### src/rtl/output_layer_sequencer.sv
// Output-layer inference window: collects NUM_STEPS timesteps of node outputs into
// saturating per-class accumulators, then resolves the winning class by serial argmax.
module output_layer_sequencer #(
  parameter int NUM_CLASSES = 4,
  parameter int NUM_STEPS   = 16,
  parameter int DATA_W      = 8,
  parameter int ACC_W       = 16
) (
  input  logic                              i_clk,
  input  logic                              i_rstn,
  input  logic                              i_start,
  input  logic                              i_abort,
  output logic                              o_step_req,
  input  logic                              i_step_valid,
  input  logic [NUM_CLASSES*DATA_W-1:0]     i_node_data,
  output logic                              o_busy,
  output logic                              o_done,
  output logic [$clog2(NUM_CLASSES)-1:0]    o_class,
  output logic [ACC_W-1:0]                  o_score
);

  localparam int CLS_W = $clog2(NUM_CLASSES);
  localparam int IDX_W = $clog2(NUM_CLASSES + 1);
  localparam int CNT_W = $clog2(NUM_STEPS + 1);

  typedef enum logic [2:0] {
    S_IDLE,
    S_CLEAR,
    S_COLLECT,
    S_ARGMAX,
    S_DONE
  } state_e;

  state_e           state_q, state_d;
  logic [ACC_W-1:0] acc_q [NUM_CLASSES];
  logic [ACC_W-1:0] acc_d [NUM_CLASSES];
  logic [CNT_W-1:0] step_cnt_q, step_cnt_d;
  logic [IDX_W-1:0] idx_q, idx_d;
  logic [CLS_W-1:0] best_idx_q, best_idx_d;
  logic [ACC_W-1:0] best_val_q, best_val_d;
  logic [CLS_W-1:0] class_q, class_d;
  logic [ACC_W-1:0] score_q, score_d;
  logic [CLS_W-1:0] cur_cls;

  assign cur_cls = idx_q[CLS_W-1:0];

  function automatic logic [ACC_W-1:0] sat_add(input logic [ACC_W-1:0] a,
                                               input logic [DATA_W-1:0] b);
    logic [ACC_W:0] sum;
    sum = {1'b0, a} + {{(ACC_W + 1 - DATA_W){1'b0}}, b};
    return sum[ACC_W] ? {ACC_W{1'b1}} : sum[ACC_W-1:0];
  endfunction

  always_comb begin
    // NOTE: every variable gets a default before the case so no path infers a latch.
    state_d    = state_q;
    acc_d      = acc_q;
    step_cnt_d = step_cnt_q;
    idx_d      = idx_q;
    best_idx_d = best_idx_q;
    best_val_d = best_val_q;
    class_d    = class_q;
    score_d    = score_q;

    if (i_abort && state_q != S_IDLE) begin
      state_d = S_IDLE;
    end else begin
      unique case (state_q)
        S_IDLE: begin
          if (i_start) state_d = S_CLEAR;
        end
        S_CLEAR: begin
          for (int c = 0; c < NUM_CLASSES; c++) acc_d[c] = '0;
          step_cnt_d = '0;
          state_d    = S_COLLECT;
        end
        S_COLLECT: begin
          if (i_step_valid) begin
            for (int c = 0; c < NUM_CLASSES; c++)
              acc_d[c] = sat_add(acc_q[c], i_node_data[c*DATA_W +: DATA_W]);
            step_cnt_d = step_cnt_q + CNT_W'(1);
            if (step_cnt_q == CNT_W'(NUM_STEPS - 1)) begin
              idx_d      = '0;
              best_idx_d = '0;
              best_val_d = '0;
              state_d    = S_ARGMAX;
            end
          end
        end
        S_ARGMAX: begin
          // One compare per class, then one cycle to register the settled winner.
          if (idx_q == IDX_W'(NUM_CLASSES)) begin
            class_d = best_idx_q;
            score_d = best_val_q;
            state_d = S_DONE;
          end else begin
            if (acc_q[cur_cls] > best_val_q) begin
              best_val_d = acc_q[cur_cls];
              best_idx_d = cur_cls;
            end
            idx_d = idx_q + IDX_W'(1);
          end
        end
        S_DONE: begin
          state_d = S_IDLE;
        end
        default: state_d = S_IDLE;
      endcase
    end
  end

  always_ff @(posedge i_clk) begin
    // NOTE: state updates use non-blocking assignments so all registers sample together.
    if (!i_rstn) begin
      state_q    <= S_IDLE;
      // NOTE: the accumulator array is reset explicitly; it is a handful of flops, not a RAM.
      for (int c = 0; c < NUM_CLASSES; c++) acc_q[c] <= '0;
      step_cnt_q <= '0;
      idx_q      <= '0;
      best_idx_q <= '0;
      best_val_q <= '0;
      class_q    <= '0;
      score_q    <= '0;
    end else begin
      state_q    <= state_d;
      acc_q      <= acc_d;
      step_cnt_q <= step_cnt_d;
      idx_q      <= idx_d;
      best_idx_q <= best_idx_d;
      best_val_q <= best_val_d;
      class_q    <= class_d;
      score_q    <= score_d;
    end
  end

  assign o_step_req = (state_q == S_COLLECT);
  assign o_busy     = (state_q != S_IDLE);
  assign o_done     = (state_q == S_DONE);
  assign o_class    = class_q;
  assign o_score    = score_q;

endmodule

### config.mk
export PLATFORM = sky130hd
export DESIGN_NAME = output_layer_sequencer
export DESIGN_NICKNAME = d
export VERILOG_FILES = /design/src/rtl/output_layer_sequencer.sv
export SDC_FILE = /design/constraint.sdc
export NUM_CORES = 1
export LEC_CHECK = 0
export CORE_ASPECT_RATIO = 0.5
export CORE_MARGIN = 2
export CORE_UTILIZATION = 49
export DETAILED_ROUTE_END_ITERATION = 10
export GPL_TIMING_DRIVEN = 0
export PLACE_DENSITY = 0.82
export SYNTH_ARGS = -nofsm -noshare
export SYNTH_HDL_FRONTEND = slang
export SYNTH_SLANG_ARGS = --single-unit
export TNS_END_PERCENT = 20
### constraint.sdc
create_clock -name i_clk -period 3 [get_ports i_clk]
set_clock_uncertainty 0.15 [all_clocks]
set_input_delay 0.3 -clock i_clk [delete_from_list [all_inputs] [get_ports i_clk]]
set_output_delay 0.3 -clock i_clk [all_outputs]
set_load 0.01 [all_outputs]
==> flow_metrics.tcl <==
set metrics [dict create \
    status "finished, violations left" \
    violations "negative setup slack" \
    nets 1016 \
    dr.first_iter.drc_count 755 \
    reg2reg_depth 12 \
    grt_pass1_vias 6472 \
    cts_tree "done" \
    rows 30 \
    hpwlAfterDp_microns 14900 \
    finalCriticalPeriod_ns 3.15 \
    synth-simple-area-share_pct 18.9 \
    endpoint_kind "flop" \
    critPathMaxFanout 8 \
    clkLatencyLatePin_ns 0.36 \
    drv_slew 0 \
    setup_viol 18 \
    dpl.cell_count 1087 \
    numPortBuffers 57 \
    hold_violations 0 \
    track_usage_pct 28.2 \
    r2r_end "best_val_q[3]" \
    hold_path.class "reg2reg" \
    period_share_pct 105 \
    fillerInstances 1146 \
    tns_ns -2.57 \
    synth_area_sq_mm 0.00695 \
    max_cap_viol_count 0 \
    power_density_mw_per_mm2 366 \
    coreArea_sq_mm 0.0137 \
    synth_cell_type_count 76 \
    cts_buffers 9 \
    power.leakage_nw 3.19 \
    relSlewSlack_pct 46.9 \
    muxShareOfSynthArea_pct 5.48 \
    holdPathStages 2 \
    yosys-top-cells-count "nand2_1 (119), dfxtp_1 (111), a21oi_1 (88)" \
    worst_ep_arrival_time_ns 3.25 \
    synth-adder-area-share_pct 10.5 \
    wl_per_cell_microns 18.7 \
    worst_setup_path_start_kind "flop" \
    drive_above_1_share_pct 11.8 \
    synthArstFlopShare_pct 0 \
    fp.dieW_microns 172 \
    stdcell_count 1120 \
    finalWorstSetupSlack_ns -0.153 \
    synth_top_family_by_area "compound AO/OA/AOI/OAI gates" \
    cts.path.max_buffers 2 \
    viasPerCell 6.14 \
    firstDrtPassIters 5 \
    ctsHoldBuffers 0 \
    hold_slack_ns 0.302 \
    worst_ep_required_time_ns 3.10 \
    detail-route-antenna-nets 0 \
    fmaxAchievable_ghz 0.317 \
    synth-xor-area-share_pct 1.89 \
    ys_seq_elements 111 \
    netlist_instances 838 \
    cts.sinks 111 \
    final_util_pct 61.3 \
    drc 0 \
    initial_core_util_pct 50.7 \
    grt_max_degree 19 \
    r2r_setup_slack_ns -0.15 \
    htreeDepth 3 \
    finalInstanceArea_sq_mm 0.00840 \
    clockRootBuffer "clkbuf_16" \
    ys_top_cells_by_area "dfxtp_1 (32%), ha_1 (9.4%), nand2_1 (6.4%), a21oi_1 (6.3%), mux4_2 (5.2%)" \
    synth_compound_area_share_pct 26.1 \
    cts.clk_slew.worst_paths_ns 0.07 \
    die_h_microns 88.2 \
    path_class "reg2reg" \
    syn_to_final_growth_pct 20.9 \
    synth_ff_type "dfxtp_1" \
    grt_first_pass_wirelength_microns 32600 \
    synth_area_leader_cell "dfxtp_1" \
    synth_most_common_cell "nand2_1" \
    min_to "o_score[10]" \
    wl_microns 20900 \
    synth-seq-area-share_pct 32.0 \
    vias 6873 \
    rsz0062_at_grt "true" \
    peakVddDrop_mv 0.240 \
    reg2reg_from "idx_q[1]" \
    place_area_sq_mm 0.00777 \
    worst_pin_slew_ns 0.797 \
    die_area_sq_mm 0.0152 \
    gp_congestion 0.945 \
    synth-edff-count 0 \
    syn_area_per_cell_sq_um 8.29 \
    antenna_found_initial 1 \
    globalRouteOverflowTotal 0 \
    ys.warnings.count 0 \
    synth_top_area_share_pct 32.0 \
    ioPinCount 58 \
    min_from "o_score[10]" \
    syn-num-nets 931 \
]
## report_power, final
part | switching, mW | leakage, nW | internal, mW
clock network | 0.564 | 0.152 | 0.734
logic | 0.166 | 2.15 | 0.122
registers | 0.00548 | 0.895 | 1.48
total | 0.736 | 3.19 | 2.33
## critical path: stages, from the launching register on
cell	delay (ns)
dfxtp_2	0.36
buf_12	0.13
buf_12	0.13
mux4_2	0.56
ha_1	0.33
nand4_1	0.15
nor3_2	0.27
a21boi_2	0.22
o31a_1	0.21
buf_6	0.12
nor3_4	0.05
buf_6	0.16
a22o_1	0.20
## layout by cell type, fill, tap and decap left out, types with 4 or more instances in the layout
master and instances:
nor2b_1 10, and3_1 12, o22ai_1 6, ha_1 46, nand4_1 10, a211oi_1 12, ha_4 6, nor4_1 4
a31oi_1 12, mux4_2 16, o21ai_0 66, buf_2 12, or3_1 7, buf_4 16, inv_1 46, nor3_1 7
clkbuf_16 9, nor2_1 36, buf_6 6, o21a_1 5, nand3b_1 4, clkdlybuf4s50_1 57, fa_1 4, dfxtp_1 110
xnor2_1 13, and2_1 5, a21oi_1 87, a22oi_1 5, clkbuf_1 17, nand3_1 18, a22o_1 20, nand2b_1 11
nand2_1 119, a21o_1 10, o211ai_1 13
## flip-flops by register name (all words and copies together) (netlist names)
register and cells:
idx_q 3, state_q 3, best_idx_q 2, best_val_q 16, acc_q 64, step_cnt_q 5
o_score 16, o_class 2
## metrics by stage
step | worst slack, ns | total power, mW
2_1_floorplan | 0.00715 | 1.67
3_3_place_gp | -0.521 | 1.78
3_5_place_dp | -0.601 | 1.79
4_1_cts | -0.0306 | 3.07
5_1_grt | -0.231 | 3.16
6_report | -0.153 | 3.07
## layer usage
metal / wire length [microns] / track usage [%]
met1: 8760 / 37.1
met2: 9450 / 46.4
met3: 2200 / 5.92
met4: 532 / 10.5
met5: 0 / 0
## what timing repair did
item | CTS | global route
pin swaps | 6 | 25
setup buffers | 11 | 6
cloned | 1 | 1
endpoints found under the setup margin | 18 | 28
resized for setup | 23 | 10
## worst max-delay path by stage
stage / from / to / cells after the start
6_report: idx_q[1] / best_val_q[3] / 12
5_1_grt: idx_q[1] / best_val_q[3] / 12
4_1_cts: idx_q[1] / best_val_q[3] / 12
3_5_place_dp: idx_q[0] / best_val_q[14] / 11
3_3_place_gp: idx_q[0] / best_val_q[12] / 11
2_1_floorplan: idx_q[1] / best_val_q[10] / 12
## area by class of cell
cell class | instances | area (sq um) | share of cell area [%]
multi-input cells | 640 | 4470 | 53.3
inverters | 47 | 176 | 2.10
clock buffers | 9 | 225 | 2.68
well taps | 192 | 240 | 2.86
clock inverters | 6 | 93.8 | 1.12
flip-flops and latches | 111 | 2220 | 26.5
diodes | 1 | 2.50 | 0.0298
plain buffers | 38 | 226 | 2.70
repair buffers | 76 | 737 | 8.77
## kinds of logic (layout without fill, tap and decap cells)
family,Yosys count,after routing
AOI/OAI and AO/OA,284,284
other,0,1
muxes,18,18
xor gates and xnor gates,15,15
and+or+nand+nor,267,267
DFF,111,111
buffers and inverters,87,176
adders and majority gates,56,56
(Power assumes the default switching activity.)
==> RTL edit (same flow settings) <==
Put a register stage on the output `o_step_req`, without a reset. The value now appears one clock later. The other outputs are not delayed to match.
--- a/src/rtl/output_layer_sequencer.sv
+++ b/src/rtl/output_layer_sequencer.sv
@@ -135,3 +135,5 @@
 
-  assign o_step_req = (state_q == S_COLLECT);
+  always_ff @(posedge i_clk) begin
+    o_step_req <= (state_q == S_COLLECT);
+  end
   assign o_busy     = (state_q != S_IDLE);
Behaviour: not the same (a bounded check fails within 4 cycles, from zero or initial values and one cycle with i_rstn low).
==> RTL edit against the unedited design <==
Hold slack better by 0.0025 ns; clock power fell by 10%; setup slack improved by 0.22 ns; synthesized area rose by 1.9%; sequential cell count is 1 higher; routed wire length down 2.6%; total power is 4.1% lower; largest cell class unchanged; critical path depth did not move; synthesized cell count is 3.3% higher; design area is 0.54% higher; critical path type unchanged; cell count rose by 1.8%.
==> RTL edit: results (changes against the unedited design) <==
- Outcome: completed (was complete, but fails checks)
- Nets: 1036 (was 1016)
- Global-route wire length before repair: 31500 um (was 32600 um)
- Synth top area share: 31.7% (was 32.0%)
- Slowest-stage cell, CP: mux4_2 (unchanged)
- Vias in the first global route: 6246 (was 6472)
- Clock transition at path regs: 0.08 ns
- Post-synth ARST share: 0% (unchanged)
- H-tree levels: 3 (unchanged)
- Top Family by Delay on Critical Path: multiplexers (was compound AO/OA/AOI/OAI gates)
- Root buf cell: clkbuf_16 (unchanged)
- LEAKAGE: 3.34 nW (was 3.19 nW)
- Max-slew headroom: 55.7% (was 46.9%)
- CP max FO: 10 (was 8)
- Min-delay src: o_class[1] (was o_score[10])
- Biggest register: acc_q (unchanged)
- Filler cells: 1209 (was 1146)
- Synth top area cells: dfxtp_1 32%, ha_1 9.2%, nand2_1 8.4% (was dfxtp_1 32%, ha_1 9.4%, nand2_1 6.4%)
- Clk Latency, worst-skew pair: 0.36 ns (about the same)
- Final RePlAce weighted congestion: 0.974 (was 0.945)
- Largest area contributor in the netlist: dfxtp_1 (unchanged)
- Worst setup path startpoint: idx_q[1] (unchanged)
- Buffers on Ports: 55 (was 57)
- Final non-filler cell total: 1140 (was 1120)
- Pin count of the biggest net entering global routing: 20 (was 19)
- Syn-to-layout area delta: 19.3% (was 20.9%)
- Final HPWL from detailed placement: 15100 um (was 14900 um)
- All-layer global routing usage: 25.7% (was 28.2%)
- Register area share after synthesis: 31.7% (was 32.0%)
- 1st-iter DRT viols: 781 (was 755)
- Post-Synth Adder-Cell Area: 10.3% (was 10.5%)
- Drt first pass iters: 7 (was 5)
- Post-Synth XOR/XNOR Area: 2.23% (was 1.89%)
- Worst VDD drop: 0.280 mV (was 0.240 mV)
- Hold crit path type: reg2reg (unchanged)
- Post-synth cell types: 70 (was 76)
- Mux contribution to synthesized area: 7.78% (was 5.48%)
- Yosys warns: 0 (unchanged)
- Syn_nets: 959 (was 931)
- Synth cell count leaders: 158 x nand2_1, 112 x dfxtp_1, 81 x a21oi_1, 65 x o21ai_0, 53 x nor2_1 (was 119 x nand2_1, 111 x dfxtp_1, 88 x a21oi_1, 67 x o21ai_0, 52 x ha_1)
- Detail Route Antenna Nets: 0 (unchanged)
- Mapped Cells: 866 (was 838)
- Number of vias per cell: 6.05 (was 6.14)
- Peak per-stage delay on the critical path: 0.57 ns
- Initial antenna violation count: 0 (was 1)
- Compound-Gate Fraction of Synth Area: 22.6% (was 26.1%)
- Routed WL: 20400 um (was 20900 um)
- Worst EP arrival: 3.07 ns (was 3.25 ns)
- Fraction of layout cells with a size suffix above 1: 10.8% (was 11.8%)
- Diode count: 0 (was 1)
## RTL edit: layout make-up
| type | instances | share of cell area (%) |
|---|---|---|
| Clock inverter | 7 | 0.667 |
| Multi-Input combinational cell | 668 | 54.0 |
| Tap cell | 192 | 2.84 |
| Timing Repair Buffer | 66 | 7.79 |
| Inverter | 46 | 2.04 |
| Buffer | 40 | 3.36 |
| Clock buffer | 9 | 2.67 |
| Sequential cell | 112 | 26.6 |
## RTL edit: routing by layer
metal	GRT usage, %	up-vias	wire length (um)
li1	-	3263	-
met1	34.2	3250	8680
met2	42.7	338	9230
met3	5.61	41	2110
met4	8.10	0	363
met5	0	-	0
## RTL edit: timing repair
action                                  CTS  global route
hold endpoints to repair                  0             0
pin swaps                                 1             5
buffers inserted                          5             6
endpoints found under the setup margin   29            50
gates resized for setup                  11            20
## RTL edit: path summary, 6_finish.rpt
path | end | slack [ns] | depth (start not counted)
setup reg to reg | best_val_q[15] | 0.07 | 12
hold / removal | o_class[1] | 0.30 | 2
setup / recovery | best_val_q[15] | 0.07 | 12
hold reg to reg | o_class[1] | 0.30 | 2
## RTL edit: through the flow
| step | setup WS, ns | power (mW) | hold WS, ns | setup TNS, ns | instance area, um2 |
|---|---|---|---|---|---|
| floorplan | 0.0568 | 1.69 | 0.282 | 0 | 7080 |
| global placement | -0.545 | 1.79 | 0.293 | -15.06 | 7870 |
| detailed placement | -0.603 | 1.80 | 0.298 | -18.41 | 7870 |
| CTS | 0.00170 | 2.92 | 0.309 | 0 | 8240 |
| global route | -0.0614 | 3.02 | 0.321 | -0.283 | 8440 |
| finish | 0.0655 | 2.94 | 0.305 | 0 | 8440 |
## RTL edit: power breakdown
group          total (mW)  internal, mW  switching (mW)
registers            1.50          1.49         0.00615
clock network        1.17         0.573           0.599
logic               0.276         0.122           0.154
total                2.94          2.19           0.758
